**src/rtl/sram_rd_pkg.sv**
```systemverilog
// Shared widths, aspect-ratio encodings and address/mask helpers for the SRAM read port.
package sram_rd_pkg;

    localparam int unsigned LADDR_W = 15;
    localparam int unsigned WADDR_W = 10;
    localparam int unsigned SUB_W   = 5;
    localparam int unsigned DATA_W  = 32;

    typedef enum logic [2:0] {
        CONF_1KX32 = 3'd0,
        CONF_2KX16 = 3'd1,
        CONF_4KX8  = 3'd2,
        CONF_8KX4  = 3'd3,
        CONF_16KX2 = 3'd4,
        CONF_32KX1 = 3'd5
    } conf_e;

    typedef struct packed {
        logic [WADDR_W-1:0] waddr;
        logic [SUB_W-1:0]   sub;
    } addr_split_t;

    // Element mask of width 32>>conf; the extra top bit lets conf 0 yield all-ones.
    function automatic logic [DATA_W-1:0] conf_mask(input logic [2:0] conf);
        logic [DATA_W:0] m;
        m = (33'd1 << (6'd32 >> conf)) - 33'd1;
        return m[DATA_W-1:0];
    endfunction

    function automatic addr_split_t split_addr(input logic [LADDR_W-1:0] laddr,
                                               input logic [2:0]         conf);
        addr_split_t      r;
        logic [LADDR_W-1:0] shifted;
        logic [SUB_W:0]     low;
        shifted = laddr >> conf;
        low     = (6'd1 << conf) - 6'd1;
        r.waddr = shifted[WADDR_W-1:0];
        r.sub   = laddr[SUB_W-1:0] & low[SUB_W-1:0];
        return r;
    endfunction

endpackage

```
**src/rtl/sram_rd_ctrl_if.sv**
```systemverilog
// Request/response handshake bundle between a read requester and sram_rd_ctrl.
interface sram_rd_ctrl_if;
    import sram_rd_pkg::*;

    logic               req_valid;
    logic               req_ready;
    logic [LADDR_W-1:0] req_addr;
    logic [2:0]         req_conf;
    logic               rsp_valid;
    logic               rsp_ready;
    logic [DATA_W-1:0]  rsp_data;
    logic               rsp_err;

    modport master (
        output req_valid, req_addr, req_conf, rsp_ready,
        input  req_ready, rsp_valid, rsp_data, rsp_err
    );

    modport slave (
        input  req_valid, req_addr, req_conf, rsp_ready,
        output req_ready, rsp_valid, rsp_data, rsp_err
    );

endinterface

```
**src/rtl/sram_rd_rsp_fifo.sv**
```systemverilog
// Response FIFO: arbitrary depth, pointers wrap modulo DEPTH, push and pop in one cycle even when full.
module sram_rd_rsp_fifo #(
    parameter int unsigned DEPTH = 3,
    parameter int unsigned WIDTH = 33,
    localparam int unsigned CNT_W = $clog2(DEPTH + 1),
    localparam int unsigned PTR_W = (DEPTH > 1) ? $clog2(DEPTH) : 1
) (
    input  logic             clk,
    input  logic             rst_n,
    input  logic             push,
    input  logic [WIDTH-1:0] push_data,
    input  logic             pop,
    output logic [WIDTH-1:0] pop_data,
    output logic             empty,
    output logic             full,
    output logic [CNT_W-1:0] count
);

    logic [WIDTH-1:0] mem [DEPTH];
    logic [PTR_W-1:0] rd_ptr;
    logic [PTR_W-1:0] wr_ptr;
    logic             do_push;
    logic             do_pop;

    function automatic logic [PTR_W-1:0] ptr_inc(input logic [PTR_W-1:0] p);
        return (p == PTR_W'(DEPTH - 1)) ? '0 : p + 1'b1;
    endfunction

    assign empty    = (count == '0);
    assign full     = (count == CNT_W'(DEPTH));
    assign do_pop   = pop && !empty;
    assign do_push  = push && (!full || do_pop);
    assign pop_data = mem[rd_ptr];

    always_ff @(posedge clk or negedge rst_n) begin
        if (!rst_n) begin
            rd_ptr <= '0;
            wr_ptr <= '0;
            count  <= '0;
            for (int unsigned i = 0; i < DEPTH; i++) begin
                mem[i] <= '0;
            end
        end else begin
            if (do_push) begin
                mem[wr_ptr] <= push_data;
                wr_ptr      <= ptr_inc(wr_ptr);
            end
            if (do_pop) begin
                rd_ptr <= ptr_inc(rd_ptr);
            end
            case ({do_push, do_pop})
                2'b10:   count <= count + 1'b1;
                2'b01:   count <= count - 1'b1;
                default: count <= count;
            endcase
        end
    end

`ifndef SYNTHESIS
    push_when_full: assert property (@(posedge clk) disable iff (!rst_n)
        !(push && full && !pop));
`endif

endmodule

```
**src/rtl/sram_rd_ctrl.sv**
```systemverilog
// SRAM read-port front end: address split, latency-matched conf/sub pipeline, masked response FIFO.
// Optional invalid-conf detection is enabled by defining SRAM_RD_CONF_CHECK_EN.
module sram_rd_ctrl
    import sram_rd_pkg::*;
#(
    parameter int unsigned RD_LAT    = 1,
    parameter int unsigned RSP_DEPTH = 3
) (
    input  logic               clk,
    input  logic               rst_n,
    sram_rd_ctrl_if.slave      bus,
    output logic               mem_csb,
    output logic [WADDR_W-1:0] mem_addr,
    input  logic [DATA_W-1:0]  mem_dout,
    output logic [2:0]         sh_conf,
    output logic [SUB_W-1:0]   sh_addr,
    input  logic [DATA_W-1:0]  sh_dout
);

    localparam int unsigned CNT_W = $clog2(RSP_DEPTH + 1);
    localparam int unsigned LAST  = RD_LAT - 1;

    logic               accept;
    logic               req_err;
    logic [2:0]         conf_eff;
    addr_split_t        split;
    logic               pv    [RD_LAT];
    logic [2:0]         pconf [RD_LAT];
    logic [SUB_W-1:0]   psub  [RD_LAT];
    logic               perr  [RD_LAT];
    int unsigned        inflight;
    logic [CNT_W-1:0]   occ;
    logic               fifo_empty;
    logic               fifo_full;
    logic [DATA_W:0]    push_entry;
    logic [DATA_W:0]    head;
    logic               unused_sinks;

`ifdef SRAM_RD_CONF_CHECK_EN
    assign req_err  = bus.req_conf[2] & bus.req_conf[1];
    assign conf_eff = bus.req_conf;
`else
    assign req_err  = 1'b0;
    assign conf_eff = (bus.req_conf > CONF_32KX1) ? 3'(CONF_32KX1) : bus.req_conf;
`endif

    always_comb begin
        inflight = 0;
        for (int unsigned i = 0; i < RD_LAT; i++) begin
            inflight = inflight + 32'(pv[i]);
        end
    end

    // Credits cover both queued and in-flight reads, so a push can always land.
    assign bus.req_ready = rst_n && ((32'(occ) + inflight) < RSP_DEPTH);
    assign accept        = bus.req_valid && bus.req_ready;
    assign mem_csb       = !(accept && !req_err);
    assign split         = split_addr(bus.req_addr, conf_eff);
    assign mem_addr      = split.waddr;

    always_ff @(posedge clk or negedge rst_n) begin
        if (!rst_n) begin
            for (int unsigned i = 0; i < RD_LAT; i++) begin
                pv[i]    <= 1'b0;
                pconf[i] <= '0;
                psub[i]  <= '0;
                perr[i]  <= 1'b0;
            end
        end else begin
            pv[0]    <= accept;
            pconf[0] <= conf_eff;
            psub[0]  <= split.sub;
            perr[0]  <= req_err;
            for (int unsigned i = 1; i < RD_LAT; i++) begin
                pv[i]    <= pv[i-1];
                pconf[i] <= pconf[i-1];
                psub[i]  <= psub[i-1];
                perr[i]  <= perr[i-1];
            end
        end
    end

    assign sh_conf    = pv[LAST] ? pconf[LAST] : '0;
    assign sh_addr    = pv[LAST] ? psub[LAST]  : '0;
    assign push_entry = perr[LAST] ? {{DATA_W{1'b0}}, 1'b1}
                                   : {sh_dout & conf_mask(pconf[LAST]), 1'b0};

    sram_rd_rsp_fifo #(
        .DEPTH (RSP_DEPTH),
        .WIDTH (DATA_W + 1)
    ) u_rsp_fifo (
        .clk       (clk),
        .rst_n     (rst_n),
        .push      (pv[LAST]),
        .push_data (push_entry),
        .pop       (bus.rsp_ready),
        .pop_data  (head),
        .empty     (fifo_empty),
        .full      (fifo_full),
        .count     (occ)
    );

    assign bus.rsp_valid = !fifo_empty;
    assign bus.rsp_data  = fifo_empty ? '0 : head[DATA_W:1];
`ifdef SRAM_RD_CONF_CHECK_EN
    assign bus.rsp_err   = !fifo_empty && head[0];
`else
    assign bus.rsp_err   = 1'b0;
`endif

    // mem_dout feeds only the external shifter; fullness is implied by the credit rule.
    assign unused_sinks = ^{mem_dout, head[0], fifo_full};

endmodule

```
**src/flat_wrapper.sv**
```systemverilog
// flat-port wrapper written by rule: the top's interface ports become plain ports
module sram_rd_ctrl_flat import sram_rd_pkg::*;
#(
    parameter int unsigned RD_LAT    = 1,
    parameter int unsigned RSP_DEPTH = 3
)
  (clk, rst_n, mem_csb, mem_addr, mem_dout, sh_conf, sh_addr, sh_dout, bus_req_valid, bus_req_addr, bus_req_conf, bus_rsp_ready, bus_req_ready, bus_rsp_valid, bus_rsp_data, bus_rsp_err);
  sram_rd_ctrl_if bus_i ();
  input  logic clk;
  input  logic rst_n;
  output logic mem_csb;
  output logic [WADDR_W-1:0] mem_addr;
  input  logic [DATA_W-1:0] mem_dout;
  output logic [2:0] sh_conf;
  output logic [SUB_W-1:0] sh_addr;
  input  logic [DATA_W-1:0] sh_dout;
  input wire logic [$bits(bus_i.req_valid)-1:0] bus_req_valid;
  input wire logic [$bits(bus_i.req_addr)-1:0] bus_req_addr;
  input wire logic [$bits(bus_i.req_conf)-1:0] bus_req_conf;
  input wire logic [$bits(bus_i.rsp_ready)-1:0] bus_rsp_ready;
  output wire logic [$bits(bus_i.req_ready)-1:0] bus_req_ready;
  output wire logic [$bits(bus_i.rsp_valid)-1:0] bus_rsp_valid;
  output wire logic [$bits(bus_i.rsp_data)-1:0] bus_rsp_data;
  output wire logic [$bits(bus_i.rsp_err)-1:0] bus_rsp_err;
  assign bus_i.req_valid = bus_req_valid;
  assign bus_i.req_addr = bus_req_addr;
  assign bus_i.req_conf = bus_req_conf;
  assign bus_i.rsp_ready = bus_rsp_ready;
  assign bus_req_ready = bus_i.req_ready;
  assign bus_rsp_valid = bus_i.rsp_valid;
  assign bus_rsp_data = bus_i.rsp_data;
  assign bus_rsp_err = bus_i.rsp_err;
  sram_rd_ctrl #(.RD_LAT(RD_LAT), .RSP_DEPTH(RSP_DEPTH)) u_core (.clk(clk), .rst_n(rst_n), .bus(bus_i), .mem_csb(mem_csb), .mem_addr(mem_addr), .mem_dout(mem_dout), .sh_conf(sh_conf), .sh_addr(sh_addr), .sh_dout(sh_dout));
endmodule
```
**config.mk**
```make
export PLATFORM = sky130hd
export DESIGN_NAME = sram_rd_ctrl_flat
export DESIGN_NICKNAME = d
export VERILOG_FILES = /design/src/rtl/sram_rd_pkg.sv /design/src/rtl/sram_rd_ctrl_if.sv /design/src/rtl/sram_rd_rsp_fifo.sv /design/src/rtl/sram_rd_ctrl.sv /design/src/flat_wrapper.sv
export SDC_FILE = /design/constraint.sdc
export NUM_CORES = 1
export LEC_CHECK = 0
export BUFFER_PORTS_ARGS = -buffer_cell sky130_fd_sc_hd__buf_4
export CORE_ASPECT_RATIO = 0.7
export CORE_MARGIN = 4
export CORE_UTILIZATION = 50
export DETAILED_ROUTE_END_ITERATION = 16
export PLACE_DENSITY_LB_ADDON = 0.25
export SLEW_MARGIN = 40
export SYNTH_ARGS = -nofsm -noshare
export SYNTH_HDL_FRONTEND = slang
export SYNTH_HIERARCHICAL = 1
export SYNTH_SLANG_ARGS = --single-unit
export TNS_END_PERCENT = 5
```
**constraint.sdc**
```tcl
create_clock -name clk -period 4.4 [get_ports clk]
set_input_delay 0.66 -clock clk [delete_from_list [all_inputs] [get_ports clk]]
set_output_delay 0.66 -clock clk [all_outputs]
set_load 0.005 [all_outputs]
```
==> results.cfg, run 1 <==
[sta]
timing.final.crit_share = 0.626
setup_viol = 0
final.setup_skew_ns = 0.00916
final_hold_viol_count = 0
layout_min_cycle_time_ns = 2.75
maxSlewHeadroom = 0.495
setup-tns-final_ns = 0
grt_setup_unrepaired = no
achievable-frequency_mhz = 363
worst-slew-pin-transition_ns = 0.757
finalMaxSlewViolations = 0

[detailed_routing]
detail-route-antenna-nets = 0
drc = 0
number_of_violations_reported_at_the_end_of_detailed_routing_iteration_0 = 213
viasPerCell = 5.50
totalWireLength_um = 14200
detail_route.first_pass.iterations = 5
dr_total_vias = 4209
detail_route.wl_per_cell_um = 18.5

[clock_network]
ctsResizeCount = 0
clk_path_buf_depth = 2
worst_setup_hold_path_clk_slew_ns = 0.07
clock_sinks = 111
clk_tree_root_cell = clkbuf_16
cts.hold.buffers_added = 0
tritoncts = built
worstSkewPairLatency_ns = 0.35
cts_setup_buffers = 0
cts-buffers-inserted = 9
h-tree-depth = 3

[setup_path]
path_class = input port to primary output
crit_arrival_ns = 2.09
timing.critical_path.to = mem_addr[7]
reg2reg_setup_slack_ns = 2.09
reg2reg_from = u_core/pv
worstPathRequired_ns = 3.74
worstSetupStartpointType = input port
timing.reg2reg.worst_path_depth = 3
critical_path.max_fanout = 23
critical_path_origin = bus_req_conf[0]
setup.worst_path.end_class = primary output
worstReg2RegEnd = u_core/u_rsp_fifo/mem[32]

[place]
gp_congestion = 0.782
io_buffers = 106
dpl.cell_count = 750
detailed_place_hpwl_um = 9510

[logic_synthesis]
syn_avg_cell_area_um2 = 11.9
synth-warning-count = 6
postSynthNetCount = 620
synthCells = 529
netlist_area_before_placement_um2 = 6300

[floorplanning]
fp_rows = 33
overall_die_height_um = 102
ioPinCount = 140
design.die.area_um2 = 14500
core_region_area_um2 = 12000
starting_utilization_of_the_core_area = 0.524
fp.dieW_um = 142

[global_routing]
grt_overflow_total = 0
grt_pass1_vias = 4472
combined_global_route_utilization_of_all_metal_layers = 0.203
grt_max_degree = 62
grt_first_pass_wirelength_um = 23300
number_of_antenna_violations_at_the_first_check_in_global_routing = 0

[finish]
final-instance-count-excl-fill = 765
syn2layout_area_growth_pct = 16.8
final_net_count = 695
drive_gt1_frac = 0.395
insertedDiodeCount = 0

[flow_run]
maxCapViolCount = 0

[power]
netSwitchingFraction = 0.324
power_density_nw_per_um2 = 576
internal-power_mw = 2.86
power_frac_clock = 0.194
combPwrFrac = 0.416
seqPwrFrac = 0.390
max-vdd-ir-drop_mv = 0.300
power.static_leakage_nw = 3.50
switching_power_mw = 1.37

[run_status]
status = complete, no violations

[hold_path]
hold_class = input port to asynchronous set/reset pin
-- layout by cell type, fill, tap and decap left out, types with 2 or more instances in the layout --
cell type,n
and4b_2,2
nor2_1,6
o21ai_0,34
and3_1,2
mux2_2,40
nor3b_1,2
dfrtp_1,110
a222oi_1,6
a221oi_1,2
nor2b_4,2
and2b_2,2
buf_16,2
inv_1,4
a21o_1,2
clkinvlp_4,2
nand2_1,38
mux2i_1,50
buf_4,110
and2_1,39
o21a_1,6
a2111oi_0,2
o211ai_1,3
ha_1,5
a31oi_1,2
xnor2_1,2
nor2b_1,35
clkinv_4,2
mux2_4,58
a211oi_1,2
clkbuf_16,9
nor3_1,2
a21oi_1,2
xor2_1,3
-- flip-flops by register name, indices dropped and copies added (netlist names) --
signal and count:
u_core/pconf 3, u_core/psub 5, u_core/pv 1, u_core/u_rsp_fifo/count 2, u_core/u_rsp_fifo/mem 96, u_core/u_rsp_fifo/rd_ptr 2, u_core/u_rsp_fifo/wr_ptr 2
-- power by group through the flow --
stage          Sequential [mW]  Clock [mW]  Combinational (mW)
5_1_grt                   1.70       0.882                1.92
6_report                  1.65       0.820                1.76
2_1_floorplan             1.57           0                1.21
3_5_place_dp              1.66           0                1.78
4_1_cts                   1.65       0.840                1.79
3_3_place_gp              1.63           0                1.67
-- how the worst min path moves through the flow --
stage                                     end                 startpoint  slack (ns)
finish                         u_core/psub[2]                      rst_n        0.35
global route                   u_core/psub[1]                      rst_n        0.41
CTS                            u_core/psub[2]                      rst_n        0.37
detailed placement  u_core/u_rsp_fifo/mem[87]  u_core/u_rsp_fifo/mem[87]        0.49
global placement    u_core/u_rsp_fifo/mem[87]  u_core/u_rsp_fifo/mem[87]        0.49
floorplan                     u_core/pconf[0]                      rst_n        0.36
-- metal layers --
layer	GRT usage	wire length [µm]
met1	0.292	6700
met2	0.320	6610
met3	0.0421	773
met4	0.0442	82
met5	0	0
-- per-stage QoR --
step	area [µm²]	util	setup slack (ns)	hold slack [ns]	power (mW)
finish	7350	0.612	1.65	0.349	4.23
global route	7350	0.612	1.53	0.408	4.51
CTS	7350	0.612	1.67	0.371	4.28
detailed placement	7050	0.587	1.67	0.492	3.44
global placement	6990	0.582	1.48	0.486	3.30
floorplan	6300	-	2.26	0.364	2.78
-- cell type report --
cell class	count	area (µm²)
repair buffers	113	892
inverters	4	15.0
clock inverters	6	71.3
clock buffers	9	225
flip-flops and latches	111	2780
fillers	968	4660
well taps	157	196
multi-input cells	365	3180
-- worst max-delay path, stage by stage --
cell and delay, ns:
buf_4 0.20, nor2_2 0.53, mux2i_1 0.20, a222oi_1 0.32
buf_4 0.18
No activity file was read; power rests on OpenSTA's default activity.
==> run 2, diff against run 1 <==
ABC_AREA = 1   (was not set)
clock period = 2.3 ns   (was 4.4 ns; I/O delays follow)
==> results.cfg, run 2 <==
[flow_run]
maxCapViolCount = 0

[detailed_routing]
drc = 0
detail_route.wl_per_cell_um = 14.7
number_of_violations_reported_at_the_end_of_detailed_routing_iteration_0 = 523
detail_route.first_pass.iterations = 5
totalWireLength_um = 17200
viasPerCell = 5.31
dr_total_vias = 6191
detail-route-antenna-nets = 0

[global_routing]
grt_pass1_vias = 5630
combined_global_route_utilization_of_all_metal_layers = 0.237
grt_overflow_total = 0
grt_first_pass_wirelength_um = 27900
grt_max_degree = 112
number_of_antenna_violations_at_the_first_check_in_global_routing = 0

[finish]
final_common_cell = nand2_1
mostFrequentLayoutCells = 368 x nand2_1, 127 x buf_4, 110 x dfrtp_1
final.fill_count = 1195
syn2layout_area_growth_pct = 17.4
largest_register_ff_count = 96
layout.area.seq_um2 = 2780
insertedDiodeCount = 0
final_net_count = 1090
drive_gt1_frac = 0.172
registers.top_by_ff_count = u_core/u_rsp_fifo/mem
reg.largest.list = u_core/u_rsp_fifo/mem (96), u_core/psub (5), u_core/pconf (3)
multiInputGateArea_um2 = 2950

[power]
max-vdd-ir-drop_mv = 0.583
power_frac_clock = 0.196
netSwitchingFraction = 0.409
power.static_leakage_nw = 4.33
combPwrFrac = 0.431
total_power_draw_mw = 8.31
switching_power_mw = 3.40
internal-power_mw = 4.91
seqPwrFrac = 0.373
power_density_nw_per_um2 = 1090

[floorplanning]
design.die.area_um2 = 14900
fp.dieW_um = 144
fp_rows = 34
core_region_area_um2 = 12500
overall_die_height_um = 103
starting_utilization_of_the_core_area = 0.517
ioPinCount = 140

[sta]
achievable-frequency_mhz = 464
timing.final.crit_share = 0.937
grt_setup_unrepaired = no
setup_slack_ns = 0.146
finalMaxSlewViolations = 0
worst-slew-pin-transition_ns = 0.633
layout_min_cycle_time_ns = 2.15
final_hold_viol_count = 0
final.setup_skew_ns = 0.00584
setup-tns-final_ns = 0
setup_viol = 0
maxSlewHeadroom = 0.578

[logic_synthesis]
postSynthNetCount = 1024
synthCells = 933
synth-warning-count = 6
netlist_area_before_placement_um2 = 6490
syn_avg_cell_area_um2 = 6.96

[place]
gp_congestion = 0.842
io_buffers = 106
post_place_setup_slack_ns = 0.385
detailed_place_hpwl_um = 11300

[clock_network]
worstSkewPairLatency_ns = 0.34
cts-buffers-inserted = 9
cts_setup_buffers = 0
clk_tree_root_cell = clkbuf_16
ctsResizeCount = 0
h-tree-depth = 3
tritoncts = built
worst_setup_hold_path_clk_slew_ns = 0.07
clock_sinks = 111
cts.hold.buffers_added = 0
clk_path_buf_depth = 2

[setup_path]
critical_path.max_fanout = 22
setup.worst_path.end_class = primary output
crit_arrival_ns = 1.81
worstSetupStartpointType = register
path_class = register to primary output
worstPathRequired_ns = 1.96

[hold_path]
hold_class = input port to asynchronous set/reset pin

[run_status]
status = complete, no violations
==> run 2: metrics by stage <==
| stage | instance area (µm²) | hold WS [ns] | std cells | utilization |
|---|---|---|---|---|
| after global placement | 7300 | 0.453 | 1150 | 0.582 |
| after detailed placement | 7300 | 0.458 | 1150 | 0.582 |
| after global routing | 7620 | 0.129 | 1166 | 0.607 |
| final | 7620 | 0.0574 | 1166 | 0.607 |
| after CTS | 7620 | 0.116 | 1166 | 0.607 |
| after floorplan | 6490 | 0.0494 | 933 | - |
==> run 2: path summary, 6_finish.rpt <==
path | slack, ns | endpoint | cells past startpoint | start
worst max-delay path | 0.15 | bus_rsp_data[1] | 8 | u_core/u_rsp_fifo/rd_ptr[0]
worst min-delay path | 0.06 | u_core/u_rsp_fifo/mem[4] | 2 | rst_n
worst max register to register | 0.33 | u_core/u_rsp_fifo/mem[42] | 9 | u_core/pconf[1]
worst min register to register | 0.47 | u_core/u_rsp_fifo/mem[44] | 2 | u_core/u_rsp_fifo/mem[44]
max in group asynchronous | 1.72 | u_core/u_rsp_fifo/mem[77] | 2 | rst_n
min in group clk | 0.22 | u_core/psub[3] | 3 | bus_req_addr[3]
==> run 2: final cells by class <==
class	instances	area share
clock buffers	9	0.0296
clock inverters	7	0.0115
inverters	100	0.0493
multi-input cells	648	0.388
flip-flops and latches	111	0.365
well taps	162	0.0266
repair buffers	129	0.130
==> run 2: layer usage <==
| metal | vias up | GRT usage | routed length, µm |
|---|---|---|---|
| met1 | 2867 | 0.353 | 8140 |
| met4 | 0 | 0.0466 | 122 |
| met5 | - | 0 | 0 |
| met3 | 12 | 0.0418 | 1310 |
| met2 | 218 | 0.368 | 7590 |
| li1 | 3094 | - | - |
==> run 2: worst max-delay path: stages (launching register included) <==
cell and delay (ns):
dfrtp_1 0.40, inv_1 0.08, nor2_2 0.10, buf_4 0.32
nand2_1 0.09, nand3_1 0.09, inv_1 0.04, nor2_1 0.19
buf_4 0.16
==> run 2: power groups by stage <==
stage | logic (mW) | registers (mW) | clock network [mW]
3_5_place_dp | 3.58 | 3.12 | 0
5_1_grt | 4.04 | 3.19 | 1.74
6_report | 3.58 | 3.10 | 1.63
3_3_place_gp | 3.53 | 3.09 | 0
4_1_cts | 3.60 | 3.10 | 1.65
2_1_floorplan | 2.29 | 3.00 | 0
==> run 3, diff against run 2 <==
REMOVE_ABC_BUFFERS = 1   (was not set)
==> results.cfg, run 3 (same netlist as run 2, synthesis figures left out) <==
[run_status]
status = complete, no violations

[setup_path]
timing.critical_path.max_delay_family = buffers and inverters
cp_slowest_cell = dfrtp_1
crit_arrival_ns = 1.79
timing.reg2reg.worst_path_depth = 9
timing.critical_path.cells = inv_1 > nor2_2 > buf_4 > nand2_1 > nand3_1 > inv_1 > nor2_1 > buf_4
count_of_buffering_cells_on_the_critical_path_with_inverters_included = 4
timing.critical_path.slowest_cell_delay_ns = 0.41
critical_path.max_fanout = 24
reg2reg_from = u_core/pconf[1]
setup.worst_path.end_class = primary output
worstPathRequired_ns = 1.96
worstReg2RegEnd = u_core/u_rsp_fifo/mem[75]
worstSetupStartpointType = register
reg2reg_setup_slack_ns = 0.36
path_class = register to primary output

[floorplanning]
overall_die_height_um = 103
fp.dieW_um = 144
design.die.area_um2 = 14900
starting_utilization_of_the_core_area = 0.517
fp_rows = 34
ioPinCount = 140
core_region_area_um2 = 12500

[sta]
timing.final.crit_share = 0.930
finalMaxSlewViolations = 0
grt_setup_unrepaired = no
final_hold_viol_count = 0
worst-slew-pin-transition_ns = 0.645
layout_min_cycle_time_ns = 2.14
final.setup_skew_ns = 0.00758
timing.hold.ws_ns = 0.0448
achievable-frequency_mhz = 467
maxSlewHeadroom = 0.570
setup_viol = 0

[finish]
finalInstanceArea_um2 = 7600
final.fill_count = 1176
final-instance-count-excl-fill = 1166
registers.top_by_ff_count = u_core/u_rsp_fifo/mem
largest_register_ff_count = 96
fin_util = 0.605
mostFrequentLayoutCells = 368 x nand2_1, 126 x buf_4, 109 x dfrtp_1
syn2layout_area_growth_pct = 17.0
drive_gt1_frac = 0.170
reg.largest.list = u_core/u_rsp_fifo/mem (96), u_core/psub (5), u_core/pconf (3)
final_common_cell = nand2_1
insertedDiodeCount = 0
final_net_count = 1090

[place]
dpl.cell_count = 1150
io_buffers = 106
detailed_place_hpwl_um = 11400
placed_area_um2 = 7310
gp_congestion = 0.869

[clock_network]
worst_setup_hold_path_clk_slew_ns = 0.07
clk_tree_root_cell = clkbuf_16
clk_path_buf_depth = 2
tritoncts = built
cts-buffers-inserted = 9
h-tree-depth = 3
cts.hold.buffers_added = 0
worstSkewPairLatency_ns = 0.35
clock_sinks = 111

[power]
internal-power_mw = 4.76
switching_power_mw = 3.40
total_power_draw_mw = 8.16
power.static_leakage_nw = 4.31
power_frac_clock = 0.182
max-vdd-ir-drop_mv = 0.575
power_density_nw_per_um2 = 1070
netSwitchingFraction = 0.417
seqPwrFrac = 0.381
combPwrFrac = 0.438

[global_routing]
grt_overflow_total = 0
combined_global_route_utilization_of_all_metal_layers = 0.240
number_of_antenna_violations_at_the_first_check_in_global_routing = 0
grt_pass1_vias = 5698
grt_first_pass_wirelength_um = 28600
grt_max_degree = 112

[detailed_routing]
number_of_violations_reported_at_the_end_of_detailed_routing_iteration_0 = 579
detail_route.wl_per_cell_um = 14.9
detail-route-antenna-nets = 0
totalWireLength_um = 17400
detail_route.first_pass.iterations = 5
viasPerCell = 5.33
drc = 0
dr_total_vias = 6213

[hold_path]
hold_class = input port to asynchronous set/reset pin

[flow_run]
maxCapViolCount = 0
run 3: worst reg2reg max path, cell delays in order (launching register included):
cell and delay [ns]:
dfrtp_1 0.45, inv_1 0.12, nand3_1 0.09, ha_1 0.16, inv_1 0.09, a21oi_2 0.17
o21ai_1 0.20, a21boi_0 0.35, nand4_1 0.14, nand2_1 0.11
run 3: how the worst max path moves through the flow:
| stage | startpoint | end | slack [ns] | cells past startpoint |
|---|---|---|---|---|
| after floorplan | u_core/pv | u_core/u_rsp_fifo/mem[67] | -1.20 | 3 |
| after global placement | u_core/pconf[1] | u_core/u_rsp_fifo/mem[42] | 0.41 | 9 |
| after detailed placement | u_core/pconf[1] | u_core/u_rsp_fifo/mem[75] | 0.41 | 9 |
| after CTS | u_core/u_rsp_fifo/count[0] | mem_csb | 0.09 | 7 |
| after global routing | u_core/u_rsp_fifo/rd_ptr[0] | bus_rsp_data[5] | 0.03 | 8 |
| final | u_core/u_rsp_fifo/rd_ptr[0] | bus_rsp_data[5] | 0.16 | 8 |
run 3: power by group through the flow:
stage          registers [mW]  clock network, mW  logic [mW]
2_1_floorplan            3.09                  0        1.93
3_3_place_gp             3.10                  0        3.51
3_5_place_dp             3.12                  0        3.56
4_1_cts                  3.10               1.51        3.57
5_1_grt                  3.21               1.60        4.00
6_report                 3.11               1.48        3.57
run 3: area by class of cell:
type | instances | area (µm²) | share of cell area
multi-input cells | 648 | 2960 | 0.390
flip-flops and latches | 111 | 2780 | 0.366
repair buffers | 129 | 997 | 0.131
clock inverters | 2 | 13.8 | 0.00181
well taps | 162 | 203 | 0.0267
clock buffers | 14 | 264 | 0.0348
inverters | 100 | 375 | 0.0494
run 3: routing by layer:
metal,track usage,vias to the layer above,routed length [µm]
met5,0,-,0
met4,0.0480,0,156
met1,0.350,2849,7710
met3,0.0455,16,1540
met2,0.378,262,7970
li1,-,3086,-
run 3: repair_timing:
action | in CTS | in global routing
setup endpoints to repair | 0 | 2
gates resized for setup | 0 | 2
buffers inserted | 0 | 0
run 3: through the flow:
step / setup TNS, ns / setup slack (ns)
2_1_floorplan: -100.84 / -1.20
3_3_place_gp: 0 / 0.405
3_5_place_dp: 0 / 0.405
4_1_cts: 0 / 0.0860
5_1_grt: 0 / 0.0265
6_report: 0 / 0.160
